### config.mk
export PLATFORM = sky130hd
export DESIGN_NAME = fetch_unit
export DESIGN_NICKNAME = d
export VERILOG_FILES = /design/src/rtl/fetch_unit_pkg.sv /design/src/rtl/fetch_unit_next_pc_sel.sv /design/src/rtl/fetch_unit.sv
export SDC_FILE = /design/constraint.sdc
export NUM_CORES = 1
export LEC_CHECK = 0
export BUFFER_PORTS_ARGS = -buffer_cell sky130_fd_sc_hd__clkbuf_2
export CORE_ASPECT_RATIO = 1.5
export CORE_MARGIN = 2
export CORE_UTILIZATION = 35
export DETAILED_ROUTE_END_ITERATION = 10
export PLACE_DENSITY_LB_ADDON = 0.15
export SLEW_MARGIN = 20
export SYNTH_ARGS = -nofsm -noshare
export SYNTH_HDL_FRONTEND = slang
export SYNTH_HIERARCHICAL = 1
export SYNTH_SLANG_ARGS = --single-unit
### constraint.sdc
create_clock -name clk -period 1.7 [get_ports clk]
set_input_delay 0.17 -clock clk [delete_from_list [all_inputs] [get_ports clk]]
set_output_delay 0.17 -clock clk [all_outputs]
set_load 0.01 [all_outputs]
### src/rtl/fetch_unit_pkg.sv
// ============================================================================
// fetch_unit_pkg : shared state encoding and constants for the fetch unit
// Rev 1.0
// ============================================================================
`default_nettype none

package fetch_unit_pkg;

    typedef enum logic [1:0] {
        FETCH = 2'd0,
        VALID = 2'd1,
        HALT  = 2'd2
    } fetch_state_t;

    localparam logic [31:0] RESET_PC_DEFAULT = 32'h0000_0000;
    localparam logic [31:0] NOP_INSN         = 32'h0000_0013;

endpackage : fetch_unit_pkg

`default_nettype wire

### src/rtl/fetch_unit_next_pc_sel.sv
// ============================================================================
// next_pc_sel : redirect priority select and fetch-address alignment check
// Rev 1.0
// ============================================================================
`default_nettype none

module next_pc_sel (
    input  logic [31:0] pc_plus4,
    input  logic        branch_taken,
    input  logic        jal,
    input  logic        jalr,
    input  logic [31:0] target,
    input  logic [31:0] jalr_target,
    output logic [31:0] next_pc,
    output logic        misaligned
);

    logic [31:0] jalr_masked;

    // jalr discards bit 0 of the rs1+imm sum; bit 1 can still misalign
    assign jalr_masked = jalr_target & ~32'd1;

    always_comb begin
        next_pc = pc_plus4;
        if (jalr) begin
            next_pc = jalr_masked;
        end else if (jal || branch_taken) begin
            next_pc = target;
        end
    end

    assign misaligned = |next_pc[1:0];

endmodule : next_pc_sel

`default_nettype wire

### src/rtl/fetch_unit.sv
// ============================================================================
// fetch_unit : single-outstanding instruction fetch with redirect and halt
// Rev 1.0
// ============================================================================
`default_nettype none

module fetch_unit
    import fetch_unit_pkg::*;
#(
    parameter logic [31:0] RESET_PC = RESET_PC_DEFAULT
) (
    input  logic        clk,
    input  logic        rst_n,
    output logic        imem_req,
    output logic [31:0] imem_addr,
    input  logic        imem_ready,
    input  logic [31:0] imem_rdata,
    output logic [31:0] inst,
    output logic        inst_valid,
    input  logic        inst_ack,
    output logic [31:0] pc,
    output logic [31:0] pc_plus4,
    input  logic        branch_taken,
    input  logic        jal,
    input  logic        jalr,
    input  logic [31:0] target,
    input  logic [31:0] jalr_target,
    output logic        misaligned
);

    fetch_state_t state;
    fetch_state_t state_nxt;
    logic [31:0]  pc_nxt;
    logic [31:0]  inst_nxt;
    logic         misaligned_nxt;
    logic [31:0]  sel_next_pc;
    logic         sel_misaligned;

    assign imem_addr = pc;
    assign pc_plus4  = pc + 32'd4;

    next_pc_sel u_next_pc_sel (
        .pc_plus4     (pc_plus4),
        .branch_taken (branch_taken),
        .jal          (jal),
        .jalr         (jalr),
        .target       (target),
        .jalr_target  (jalr_target),
        .next_pc      (sel_next_pc),
        .misaligned   (sel_misaligned)
    );

    always_ff @(posedge clk or negedge rst_n) begin
        if (!rst_n) begin
            state      <= FETCH;
            pc         <= RESET_PC;
            inst       <= NOP_INSN;
            misaligned <= 1'b0;
        end else begin
            state      <= state_nxt;
            pc         <= pc_nxt;
            inst       <= inst_nxt;
            misaligned <= misaligned_nxt;
        end
    end

    always_comb begin
        state_nxt      = state;
        pc_nxt         = pc;
        inst_nxt       = inst;
        misaligned_nxt = misaligned;
        imem_req       = 1'b0;
        inst_valid     = 1'b0;
        case (state)
            FETCH: begin
                // state already sits in FETCH while reset is held; keep the request quiet
                imem_req = rst_n;
                if (imem_ready) begin
                    inst_nxt  = imem_rdata;
                    state_nxt = VALID;
                end
            end
            VALID: begin
                inst_valid = 1'b1;
                if (inst_ack) begin
                    if (sel_misaligned) begin
                        misaligned_nxt = 1'b1;
                        state_nxt      = HALT;
                    end else begin
                        pc_nxt    = sel_next_pc;
                        state_nxt = FETCH;
                    end
                end
            end
            HALT: begin
                state_nxt = HALT;
            end
            default: begin
                state_nxt = FETCH;
            end
        endcase
    end

endmodule : fetch_unit

`default_nettype wire
==> Word level (Yosys, flattened, before mapping) <==
Cells that the tools add are included.
Widths: inputs -> output; s select.
{ "word_totals": {"register_bits": 67, "inputBits": 103, "out_inout_bits": 131, "word_cells": 25} }
{ "op_classes": {"addsub": 1, "eq_ne": 4, "mux": 8, "bitwise": 1, "reduce_logical": 7} }
{ "ops": {"columns": ["operator", "count"], "rows": [
  ["$mux 32", 2],
  ["$add 32x3->32 const B", 1],
  ["$mux 2", 3],
  ["$pmux 2 s3", 1],
  ["$reduce_and 3->1", 2],
  ["$ne 2x2->1 const B", 2],
  ["$reduce_and 2->1", 2],
  ["$eq 2x1->1 const B", 1],
  ["$eq 2x2->1 const B", 1],
  ["$logic_not 2->1", 1],
  ["$mux 1", 2],
  ["$reduce_or 2->1", 1],
  ["$logic_or 1x1->1", 1],
  ["$not 1->1", 1]
]} }

==> Logic depth before layout (Yosys ltp) <==
Gate-level depths: netlist of the first run.
{ "depth": {"depth_word": 7, "depth_mapped": 8} }

==> Cells and area by module <==
The synthesis of the first run kept the hierarchy.
{ "by_module_without_submodules": {"columns": ["mod", "instances", "cells_per_inst", "area_per_inst_um2", "seq_area_each_um2"], "rows": [
  ["fetch_unit", 1, 265, 3390.8, 1680.4],
  ["next_pc_sel", 1, 109, 698.2, 0.0]
]} }

==> Least setup slack after synthesis of the first run <==
No wires, ideal clock.
{ "synth_path": {"path_type": "register to register", "startpoint": "register pc[3], in the netlist imem_addr[3]", "endpoint": "register pc[30], in the netlist imem_addr[30]", "setup_ns": 0.127, "arrival_ns": 1.966, "path_slack_ns": -0.393, "path_stages_with_launch": 9, "n_path_buf": 0, "period_less_slack_ns": 2.093, "cell_sequence": "dfrtp_1 ha_1 nand3_1 nor4_4 nand3_1 xnor2_1 mux2i_1 o21ai_1 mux2_1"} }
{ "synth_via": {"elab_chain_cells": 3} }
{ "synth_rtl": {"columns": ["element", "line_no", "source"], "rows": [
  ["start, declared", "fetch_unit.sv:21", "output logic [31:0] pc,"],
  ["start signal, assigned", "fetch_unit.sv:61", "pc <= pc_nxt;"],
  ["$add 32x3->32", "fetch_unit.sv:40", "assign pc_plus4 = pc + 32'd4;"],
  ["net pc_plus4[30]", "fetch_unit.sv:22", "output logic [31:0] pc_plus4,"],
  ["$mux 32", "fetch_unit_next_pc_sel.sv:27", "end else if (jal || branch_taken) begin"],
  ["$mux 32", "fetch_unit_next_pc_sel.sv:25", "if (jalr) begin"],
  ["net sel_next_pc[30]", "fetch_unit.sv:36", "logic [31:0] sel_next_pc;"]
]} }
The timed path passes the listed nets, and every way through them passes these cells.
A chain may end at the register's enable or synchronous reset.

==> Worst setup path in the final report of the first run <==
{ "layout_path": {"startpoint": "register pc[18], in the netlist imem_addr[18]", "endpoint": "output pc_plus4[26]"} }
{ "layout_via": {"elab_chain_cells": 1} }
{ "layout_rtl": {"columns": ["element", "line_no"], "rows": [
  ["$add 32x3->32", "fetch_unit.sv:40"],
  ["end, declared", "fetch_unit.sv:22"]
]} }
Every way passes these cells.

==> results of run 1 <==
layer usage:
metal | vias up | wire (um) | global-route usage, %
met1 | 1858 | 4820 | 23.0
met4 | 0 | 182 | 6.55
met2 | 142 | 6900 | 36.4
met5 | - | 0 | 0
met3 | 11 | 800 | 4.99
li1 | 1860 | - | -
layout make-up:
class | count | area, um^2 | area share [%]
Clock buffer | 9 | 225 | 3.31
Sequential cell | 67 | 1700 | 25.0
Inverter | 4 | 15.0 | 0.220
Clock inverter | 7 | 52.6 | 0.772
Multi-Input combinational cell | 252 | 2500 | 36.7
Timing Repair Buffer | 328 | 2120 | 31.2
Tap cell | 150 | 188 | 2.76
worst max path at each step:
stage / start / end / slack, ps / cells past startpoint
2_1_floorplan: imem_addr[2] / imem_addr[30] / -210 / 8
3_3_place_gp: imem_addr[3] / imem_addr[31] / -190 / 8
3_5_place_dp: imem_addr[3] / imem_addr[31] / -220 / 8
4_1_cts: imem_addr[18] / pc_plus4[31] / -400 / 7
5_1_grt: imem_addr[7] / pc_plus4[31] / -490 / 7
6_report: imem_addr[18] / pc_plus4[26] / -380 / 9
kinds of logic after synthesis:
logic type | count (synthesis) | share of synthesized area, %
compound gates | 37 | 4.71
buf+inv | 55 | 9.70
simple gates | 92 | 13.2
flops | 67 | 41.1
mux | 94 | 24.9
xor+xnor | 28 | 6.00
fa+ha+maj | 1 | 0.306
power by group:
group          switching [W]  leakage (nW)  internal (W)
Combinational        0.00323          2.56       0.00374
Sequential          0.000553         0.778       0.00245
Clock               0.000722         0.136      0.000993
Total                0.00450          3.47       0.00718
placed cells by master (no fill, tap or decap), types with 5 or more instances in the layout:
cell type | synthesis | layout
sky130_fd_sc_hd__clkbuf_2 | 0 | 212
sky130_fd_sc_hd__buf_4 | 34 | 69
sky130_fd_sc_hd__dfrtp_1 | 64 | 46
sky130_fd_sc_hd__mux2_2 | 61 | 36
sky130_fd_sc_hd__nand2_1 | 43 | 35
sky130_fd_sc_hd__mux2i_1 | 31 | 31
sky130_fd_sc_hd__buf_6 | 3 | 30
sky130_fd_sc_hd__o21ai_1 | 30 | 30
sky130_fd_sc_hd__mux2_4 | 0 | 26
sky130_fd_sc_hd__xnor2_2 | 0 | 20
sky130_fd_sc_hd__dfrtp_2 | 0 | 18
sky130_fd_sc_hd__buf_2 | 5 | 10
sky130_fd_sc_hd__nand4_1 | 9 | 9
sky130_fd_sc_hd__clkbuf_16 | 0 | 9
sky130_fd_sc_hd__nand3_4 | 0 | 7
sky130_fd_sc_hd__nand2_4 | 0 | 5
sky130_fd_sc_hd__nand3_1 | 15 | 5
worst reg2reg max path, stage by stage, from the launching register on:
cell and delay [ps]:
sky130_fd_sc_hd__dfrtp_2 380, sky130_fd_sc_hd__nand3_4 110, sky130_fd_sc_hd__buf_12 150, sky130_fd_sc_hd__nor4_4 210
sky130_fd_sc_hd__buf_6 160, sky130_fd_sc_hd__nand3_2 100, sky130_fd_sc_hd__xnor2_2 160, sky130_fd_sc_hd__buf_4 150
sky130_fd_sc_hd__mux2i_1 140, sky130_fd_sc_hd__o21ai_1 70, sky130_fd_sc_hd__mux2_1 300
state kept, by name (all words and copies together), names as in the netlist:
signal,count
imem_addr,32
inst,32
misaligned,1
state,2
what timing repair did:
action | 4_1_cts | 5_1_grt
pin swaps | 28 | 26
gates resized for setup | 62 | 60
gates cloned | 3 | 0
endpoints found under the setup margin | 56 | 59
buffers inserted | 19 | 9
stage by stage:
stage	power, W	cells	instance area (um^2)
global placement	0.00899	774	5750
floorplan	0.00652	374	4240
detailed placement	0.00908	774	5750
finish	0.0117	817	6810
CTS	0.0115	810	6510
global route	0.0124	817	6810
==> qor.txt, run 1 <==
Max Buffers Root-to-Sink: 2
final RePlAce weighted congestion: 0.770
worst slew margin relative to its limit: 39.9%
flops & latches, synth: 67
Worst Slack Setup Final: -379 ps
dominant register cell in the synthesized netlist: sky130_fd_sc_hd__dfrtp_1
number of fill cells in the layout: 1,037
first-pass GRT wire length: 19,500 um
pin count of the biggest net entering global routing: 68
IO Port Bufs: 232
starting density of the core: 35.6%
antenna violations before repair: 0
via density per instance: 4.74
number of buffer and inverter instances along the worst setup path: 5
Crit. End Element: primary output
most area-consuming cells after synthesis: sky130_fd_sc_hd__dfrtp_1, sky130_fd_sc_hd__mux2_2, sky130_fd_sc_hd__mux2i_1
achievable clock frequency: 481 MHz
flop2flop setup slack: -350 ps
leading area contributor after synthesis: sky130_fd_sc_hd__dfrtp_1
pre-CTS setup slack: -220 ps
part of the cycle the worst path needs: 122%
mean instance size in the synthesized netlist: 10.9 um^2
unrepaired setup endpoints after global routing: true
CTS Buf Count: 9
clock transition at the register clock pins on the worst setup and hold paths after CTS: 60 ps
average detailed-routed wire length per instance: 15.5 um
critical path's largest stage delay: 380 ps
Area Overhead vs Synth: 66.6%
floorplan die height: 136 um
endpoint arrival time on the critical path: 1910 ps
Core Area: 11,500 um^2
HPWL Detailed: 9130 um
critical path class: reg2out
1st-pass router iterations: 4
Detail Route Antenna Nets: 0
share of synthesized registers carrying an async set or reset: 100%
Final Max Slew Viols: 0
vias in the first global route: 3,945
sequential cell area fraction in the yosys report: 41.1%
required time of the worst setup path: 1530 ps
static leakage power: 3.47 nW
synth unique cells: 39
cell family with the largest share of critical-path delay: buffers and inverters
GRT Residual Overflow: 0
number of failing setup endpoints in the final timing report: 57
TritonCTS clock tree: yes
failing checks: negative setup slack
number of placement rows: 48
clock latency on the worst-skew pair: 330 ps
final critical delay including setup and external delays: 2080 ps
total negative slack for setup checks: -12,680 ps
top-level I/O count: 234
ratio of cells with drive above 1 in the final layout: 72.9%
transition time of the tightest slew-check pin: 901 ps
Critical Path, Cell by Cell: nand3_4 -> buf_12 -> nor4_4 -> buf_6 -> buf_6 -> nand3_2 -> xnor2_2 -> buf_4 -> buf_4
level count of the clock H-tree: 3
total global-route track usage: 20.1%
layout net count: 766
most used standard cell by instance count after synthesis: sky130_fd_sc_hd__dfrtp_1
count of final hold-check violations: 0
total routed wirelength: 12,700 um
depth of the worst register-to-register path: 10
Worst Clk Skew: 8.13 ps
total number of vias: 3,871
Worst Setup Start Kind: flop
area of the mapped netlist: 4090 um^2
RR Startpoint: imem_addr[18]
top cell type's share of synthesized area: 39.2%
leading cell types by count after synthesis: sky130_fd_sc_hd__dfrtp_1, sky130_fd_sc_hd__mux2_2, sky130_fd_sc_hd__nand2_1
die outline area: 12,600 um^2
worst flop-to-flop path endpoint: imem_addr[30]
synthesis warning total: 6
max-cap viol count: 0
class of the worst hold path: in2async
number of enable flip-flop cells after synthesis: 0
Peak supply drop: 0.965 mV
highest-delay cell along the critical path: sky130_fd_sc_hd__dfrtp_2
die boundary width: 92.3 um
initial detailed-routing violation count: 76
DRC viols: 0
final antenna diode count: 0
number of buffers inserted for hold repair after clock tree synthesis: 0
cell count after synthesis: 374
Mapped Nets: 478
root buffer cell: sky130_fd_sc_hd__clkbuf_16
Clock Sink Count: 67
outcome: finished with violations
top fanout value on the critical path: 6
post-route core utilization: 59.4%
post-route worst hold slack: 51.5 ps
pwr dens: 1720 nW/um^2
(Power assumes the default switching activity.)
==> run 2, diff against run 1 <==
--- a/config.mk
+++ b/config.mk
@@ -10,6 +10,7 @@
 export CORE_MARGIN = 2
 export CORE_UTILIZATION = 35
 export DETAILED_ROUTE_END_ITERATION = 10
+export MAX_ROUTING_LAYER = met4
 export PLACE_DENSITY_LB_ADDON = 0.15
 export SLEW_MARGIN = 20
 export SYNTH_ARGS = -nofsm -noshare
==> qor.txt, run 2 (synthesized netlist as in run 1, its figures left out) <==
outcome: finished with violations (unchanged)
failing checks: negative setup slack (unchanged)
critical path's largest stage delay: 400 ps (was 380 ps)
clock latency on the worst-skew pair: 330 ps (about the same)
Max Buffers Root-to-Sink: 2 (unchanged)
number of placement rows: 48 (unchanged)
commonest non-fill, non-tap cells in the layout: sky130_fd_sc_hd__clkbuf_2, sky130_fd_sc_hd__buf_4, sky130_fd_sc_hd__dfrtp_1, sky130_fd_sc_hd__buf_6, sky130_fd_sc_hd__mux2_2 (was sky130_fd_sc_hd__clkbuf_2, sky130_fd_sc_hd__buf_4, sky130_fd_sc_hd__dfrtp_1, sky130_fd_sc_hd__mux2_2, sky130_fd_sc_hd__nand2_1)
floorplan die height: 136 um (unchanged)
unrepaired setup endpoints after global routing: true (unchanged)
required time of the worst setup path: 1530 ps (about the same)
initial detailed-routing violation count: 89 (was 76)
number of fill cells in the layout: 1,007 (was 1,037)
clock transition at the register clock pins on the worst setup and hold paths after CTS: 60 ps (about the same)
Worst Slack Setup Final: -367 ps (was -379 ps)
average detailed-routed wire length per instance: 15.7 um (was 15.5 um)
endpoint arrival time on the critical path: 1900 ps (was 1910 ps)
antenna violations before repair: 0 (unchanged)
critical path class: reg2out (unchanged)
total number of vias: 3,917 (was 3,871)
pwr dens: 1700 nW/um^2 (was 1720 nW/um^2)
static leakage power: 3.54 nW (was 3.47 nW)
TritonCTS clock tree: yes (unchanged)
root buffer cell: sky130_fd_sc_hd__clkbuf_16 (unchanged)
final critical delay including setup and external delays: 2070 ps (was 2080 ps)
final antenna diode count: 0 (unchanged)
Worst Clk Skew: 8.91 ps (was 8.13 ps)
most common cell after layout, fill and taps aside: sky130_fd_sc_hd__clkbuf_2 (unchanged)
ratio of cells with drive above 1 in the final layout: 73.7% (was 72.9%)
achievable clock frequency: 484 MHz (was 481 MHz)
number of buffers inserted for hold repair after clock tree synthesis: 0 (unchanged)
class of the worst hold path: in2async (unchanged)
Crit. End Element: primary output (unchanged)
die boundary width: 92.3 um (unchanged)
DRC viols: 0 (unchanged)
Final Max Slew Viols: 0 (unchanged)
first-pass GRT wire length: 19,500 um (about the same)
total routed wirelength: 12,900 um (was 12,700 um)
Area Overhead vs Synth: 69.6% (was 66.6%)
Core Area: 11,500 um^2 (unchanged)
highest-delay cell along the critical path: sky130_fd_sc_hd__dfrtp_2 (unchanged)
pin count of the biggest net entering global routing: 68 (unchanged)
top-level I/O count: 234 (unchanged)
vias in the first global route: 3,942 (was 3,945)
top fanout value on the critical path: 4 (was 6)
max-cap viol count: 0 (unchanged)
multi-input combinational cell area: 2560 um^2 (was 2500 um^2)
HPWL Detailed: 9130 um (unchanged)
worst slew margin relative to its limit: 40.2% (was 39.9%)
Detail Route Antenna Nets: 0 (unchanged)
Total Power Consumption: 0.0118 W (was 0.0117 W)
total global-route track usage: 20.6% (was 20.1%)
part of the cycle the worst path needs: 122% (about the same)
most used cell, CP: sky130_fd_sc_hd__buf_6
layout net count: 769 (was 766)
Sequential cell area: 1700 um^2 (unchanged)
IO Port Bufs: 232 (unchanged)
post-route core utilization: 60.5% (was 59.4%)
GRT Residual Overflow: 0 (unchanged)
Peak supply drop: 0.975 mV (was 0.965 mV)
starting density of the core: 35.6% (unchanged)
level count of the clock H-tree: 3 (unchanged)
die outline area: 12,600 um^2 (unchanged)
count of final hold-check violations: 0 (unchanged)
1st-pass router iterations: 4 (unchanged)
Clock Sink Count: 67 (unchanged)
number of failing setup endpoints in the final timing report: 56 (was 57)
via density per instance: 4.78 (was 4.74)
Worst Setup Start Kind: flop (unchanged)
Critical Path, Cell by Cell: nand4_4 -> buf_6 -> buf_6 -> nor4_4 -> buf_4 -> xor2_2 -> buf_2 (was nand3_4 -> buf_12 -> nor4_4 -> buf_6 -> buf_6 -> nand3_2 -> xnor2_2 -> buf_4 -> buf_4)
CTS Buf Count: 9 (unchanged)
final RePlAce weighted congestion: 0.780 (was 0.770)
transition time of the tightest slew-check pin: 896 ps (was 901 ps)
-- run 2: cell count changes in the layout (fill, tap and decap cells not counted), sizes merged --
cell | previous run | this run
buf | 116 | 122
clkbuf | 221 | 218
-- run 2: final cells by class --
class | instances | area share [%]
Sequential cell | 67 | 24.6
Timing Repair Buffer | 331 | 31.6
Inverter | 4 | 0.216
Clock inverter | 7 | 0.758
Clock buffer | 9 | 3.25
Tap cell | 150 | 2.71
Multi-Input combinational cell | 252 | 36.9
-- run 2: power by group --
group | internal (W) | switching [W] | total, W
Combinational | 0.00380 | 0.00326 | 0.00706
Sequential | 0.00245 | 0.000559 | 0.00301
Clock | 0.000993 | 0.000725 | 0.00172
-- run 2: path summary, 6_finish.rpt --
check | start | slack, ps | end | cells past startpoint
max | imem_addr[7] | -370 | pc_plus4[14] | 7
min | rst_n | 50 | imem_addr[7] | 2
max reg2reg | imem_addr[2] | -310 | imem_addr[31] | 9
min reg2reg | misaligned | 470 | misaligned | 1
max in group asynchronous | rst_n | 960 | imem_addr[6] | 2
min in group clk | imem_rdata[2] | 70 | inst[2] | 2
-- run 2: repair_timing --
item / in CTS / in global routing
cloned: 3 / 0
pin swaps: 28 / 26
resized for setup: 62 / 79
setup endpoints to repair: 56 / 59
buffers inserted: 19 / 12
-- run 2: per-stage QoR --
step / area [um^2] / TNS [ps] / setup slack [ps] / hold slack, ps / std cells
finish: 6940 / -12870 / -367 / 50.9 / 820
global route: 6940 / -18180 / -486 / 63.7 / 820
CTS: 6510 / -12960 / -401 / 52.7 / 810
detailed placement: 5750 / -3750 / -220 / 406 / 774
global placement: 5750 / -2790 / -188 / 402 / 774
floorplan: 4240 / -3900 / -207 / -126 / 374
-- run 2: routing by layer --
metal	global-route usage, %	part of all wire, %	up-vias	wire [um]
met3	2.55	4.8	13	623
met4	7.30	1.4	0	182
met5	-	0	-	0
met1	24.1	39	1892	5040
met2	36.5	55	148	7020
li1	-	-	1864	-
-- run 2: critical path: cells and delay by family (launching register included) --
| family | cells | cell delay, ps |
|---|---|---|
| buffers and inverters | 4 | 590 |
| xor gates and xnor gates | 1 | 150 |
| DFF | 1 | 400 |
| and+or+nand+nor | 2 | 440 |
==> run 3, diff against run 2 <==
--- a/config.mk
+++ b/config.mk
@@ -5,11 +5,11 @@
 export SDC_FILE = /design/constraint.sdc
 export NUM_CORES = 1
 export LEC_CHECK = 0
-export BUFFER_PORTS_ARGS = -buffer_cell sky130_fd_sc_hd__clkbuf_2
 export CORE_ASPECT_RATIO = 1.5
 export CORE_MARGIN = 2
 export CORE_UTILIZATION = 35
 export DETAILED_ROUTE_END_ITERATION = 10
+export DONT_BUFFER_PORTS = 1
 export MAX_ROUTING_LAYER = met4
 export PLACE_DENSITY_LB_ADDON = 0.15
 export SLEW_MARGIN = 20
==> qor.txt, run 3 (synthesized netlist as in run 1, its figures left out) <==
outcome: finished with violations (unchanged)
failing checks: negative hold slack, negative setup slack (was negative setup slack)
pin count of the biggest net entering global routing: 69 (was 68)
Detail Route Antenna Nets: 0 (unchanged)
critical path's largest stage delay: 400 ps (about the same)
RR Startpoint: imem_addr[3] (was imem_addr[2])
class of the worst hold path: in2async (unchanged)
required time of the worst setup path: 1530 ps (about the same)
floorplan die height: 136 um (unchanged)
die boundary width: 92.3 um (unchanged)
die outline area: 12,600 um^2 (unchanged)
unrepaired setup endpoints after global routing: true (unchanged)
layout net count: 580 (was 769)
initial detailed-routing violation count: 86 (was 89)
top fanout value on the critical path: 5 (was 4)
total routed wirelength: 11,600 um (was 12,900 um)
achievable clock frequency: 496 MHz (was 484 MHz)
endpoint arrival time on the critical path: 1850 ps (was 1900 ps)
commonest non-fill, non-tap cells in the layout: sky130_fd_sc_hd__buf_4, sky130_fd_sc_hd__dfrtp_1, sky130_fd_sc_hd__mux2_2, sky130_fd_sc_hd__nand2_1, sky130_fd_sc_hd__dlygate4sd3_1 (was sky130_fd_sc_hd__clkbuf_2, sky130_fd_sc_hd__buf_4, sky130_fd_sc_hd__dfrtp_1, sky130_fd_sc_hd__buf_6, sky130_fd_sc_hd__mux2_2)
level count of the clock H-tree: 3 (unchanged)
number of failing setup endpoints in the final timing report: 57 (was 56)
total number of vias: 3,211 (was 3,917)
sequential share of power: 30.7% (was 25.5%)
final RePlAce weighted congestion: 0.814 (was 0.780)
final antenna diode count: 0 (unchanged)
clock transition at the register clock pins on the worst setup and hold paths after CTS: 50 ps (was 60 ps)
TritonCTS clock tree: yes (unchanged)
highest-delay cell along the critical path: sky130_fd_sc_hd__dfrtp_2 (unchanged)
post-route worst hold slack: -464 ps (was 50.9 ps)
static leakage power: 2.66 nW (was 3.54 nW)
cell area after layout: 6100 um^2 (was 6940 um^2)
starting density of the core: 35.6% (unchanged)
Most Used Layer, Global Route: met2 (unchanged)
met2 usage: 33.8% (was 36.5%)
multi-input combinational cell area: 2510 um^2 (was 2560 um^2)
Worst Setup Start Kind: flop (unchanged)
top-level I/O count: 234 (unchanged)
Critical Path, Cell by Cell: nand4_4 -> nor4_4 -> buf_4 -> buf_6 -> nand3_4 -> xnor2_2 -> buf_4 -> buf_6 (was nand4_4 -> buf_6 -> buf_6 -> nor4_4 -> buf_4 -> xor2_2 -> buf_2)
Worst Clk Skew: 4.46 ps (was 8.91 ps)
switching power total: 0.00411 W (was 0.00455 W)
antenna violations before repair: 0 (unchanged)
CTS Buf Count: 9 (unchanged)
transition time of the tightest slew-check pin: 555 ps (was 896 ps)
total negative slack for setup checks: -12,670 ps (was -12,870 ps)
pwr dens: 1740 nW/um^2 (was 1700 nW/um^2)
Max Buffers Root-to-Sink: 2 (unchanged)
depth of the worst register-to-register path: 10 (was 9)
critical path class: reg2out (unchanged)
number of buffers inserted for hold repair after clock tree synthesis: 32 (was 0)
first-pass GRT wire length: 17,700 um (was 19,500 um)
part of the cycle the worst path needs: 119% (was 122%)
clock latency on the worst-skew pair: 330 ps (about the same)
Core Area: 11,500 um^2 (unchanged)
max-cap viol count: 0 (unchanged)
IO Port Bufs: 0 (was 232)
number of placement rows: 48 (unchanged)
relative contribution of the clock network to total power: 17.7% (was 14.6%)
1st-pass router iterations: 4 (unchanged)
vias in the first global route: 3,378 (was 3,942)
Crit. End Element: primary output (unchanged)
DRC viols: 0 (unchanged)
final critical delay including setup and external delays: 2020 ps (was 2070 ps)
Peak supply drop: 0.848 mV (was 0.975 mV)
worst flop-to-flop path endpoint: imem_addr[15] (was imem_addr[31])
root buffer cell: sky130_fd_sc_hd__clkbuf_16 (unchanged)
portion of total power attributed to combinational logic: 51.6% (was 59.9%)
total placed instance area: 4730 um^2 (was 5750 um^2)
average detailed-routed wire length per instance: 18.4 um (was 15.7 um)
fraction of power spent switching nets: 38.6% (about the same)
GRT Residual Overflow: 0 (unchanged)
Final Max Slew Viols: 0 (unchanged)
flop2flop setup slack: -300 ps (was -310 ps)
Clock Sink Count: 67 (unchanged)
design internal power: 0.00654 W (was 0.00724 W)
GR Layer Usage met3: 6.32% (was 2.55%)
HPWL Detailed: 7910 um (was 9130 um)
total global-route track usage: 19.0% (was 20.6%)
Worst Slack Setup Final: -318 ps (was -367 ps)
most common cell after layout, fill and taps aside: sky130_fd_sc_hd__buf_4 (was sky130_fd_sc_hd__clkbuf_2)
worst slew margin relative to its limit: 63.0% (was 40.2%)
GR met1 Demand/Resource: 19.4% (was 24.1%)
Area Overhead vs Synth: 49.2% (was 69.6%)
ratio of cells with drive above 1 in the final layout: 55.9% (was 73.7%)
count of final hold-check violations: 68 (was 0)
via density per instance: 5.09 (was 4.78)
number of fill cells in the layout: 997 (was 1,007)
Sequential cell area: 1700 um^2 (unchanged)
## run 3: cell count changes in the layout (fill, tap and decap cells not counted), sizes merged
cell	change
buf	-13
bufinv	+1
clkbuf	-206
clkinv	-3
clkinvlp	+1
dlygate4sd3	+32
inv	-1
## run 3: layout make-up
type | count | area share (%)
multi-input cells | 252 | 41.2
repair buffers | 142 | 22.5
inverters | 4 | 0.246
flip-flops and latches | 67 | 27.9
clock inverters | 5 | 1.03
clock buffers | 11 | 3.98
well taps | 150 | 3.08
## run 3: worst max path at each step
| stage | depth (start not counted) | end | startpoint | slack, ps |
|---|---|---|---|---|
| after floorplan | 8 | imem_addr[30] | imem_addr[2] | -210 |
| after global placement | 9 | imem_addr[26] | imem_addr[3] | -190 |
| after detailed placement | 9 | imem_addr[26] | imem_addr[3] | -220 |
| after CTS | 6 | pc_plus4[18] | imem_addr[7] | -340 |
| after global routing | 10 | imem_addr[15] | imem_addr[3] | -440 |
| final | 8 | pc_plus4[29] | imem_addr[7] | -320 |
## run 3: metrics by stage
stage | power (W) | setup slack (ps) | util [%] | hold slack [ps] | instances
floorplan | 0.00652 | -207 | - | -126 | 374
global placement | 0.00785 | -194 | 41.2 | -123 | 559
detailed placement | 0.00789 | -224 | 41.2 | -123 | 559
CTS | 0.0104 | -340 | 51.0 | -482 | 622
global route | 0.0113 | -440 | 53.2 | -476 | 631
finish | 0.0106 | -318 | 53.2 | -464 | 631
## run 3: per-layer routing
metal | up-vias | wire (um)
met5 | - | 0
met4 | 0 | 217
met3 | 16 | 936
li1 | 1482 | -
met1 | 1561 | 4170
met2 | 152 | 6260
## run 3: what timing repair did
| item | CTS | global route |
|---|---|---|
| endpoints found under the setup margin | 56 | 59 |
| hold endpoints to repair | 99 | 67 |
| cloned | 3 | 1 |
| pin swaps | 24 | 26 |
| buffers inserted | 13 | 11 |
| resized for setup | 62 | 39 |
## run 3: power groups by stage
stage / Combinational [W] / Sequential [W] / Clock (W)
final: 0.00549 / 0.00327 / 0.00188
after global routing: 0.00588 / 0.00338 / 0.00200
after CTS: 0.00520 / 0.00328 / 0.00194
after detailed placement: 0.00464 / 0.00326 / 0
after global placement: 0.00460 / 0.00325 / 0
after floorplan: 0.00288 / 0.00364 / 0
## run 3: critical path: cells and delay by family (launching register included)
kind                      cells  cell delay [ps]
buffers and inverters         4              550
DFF                           1              400
and+or+nand+nor               3              430
xor gates and xnor gates      1              150
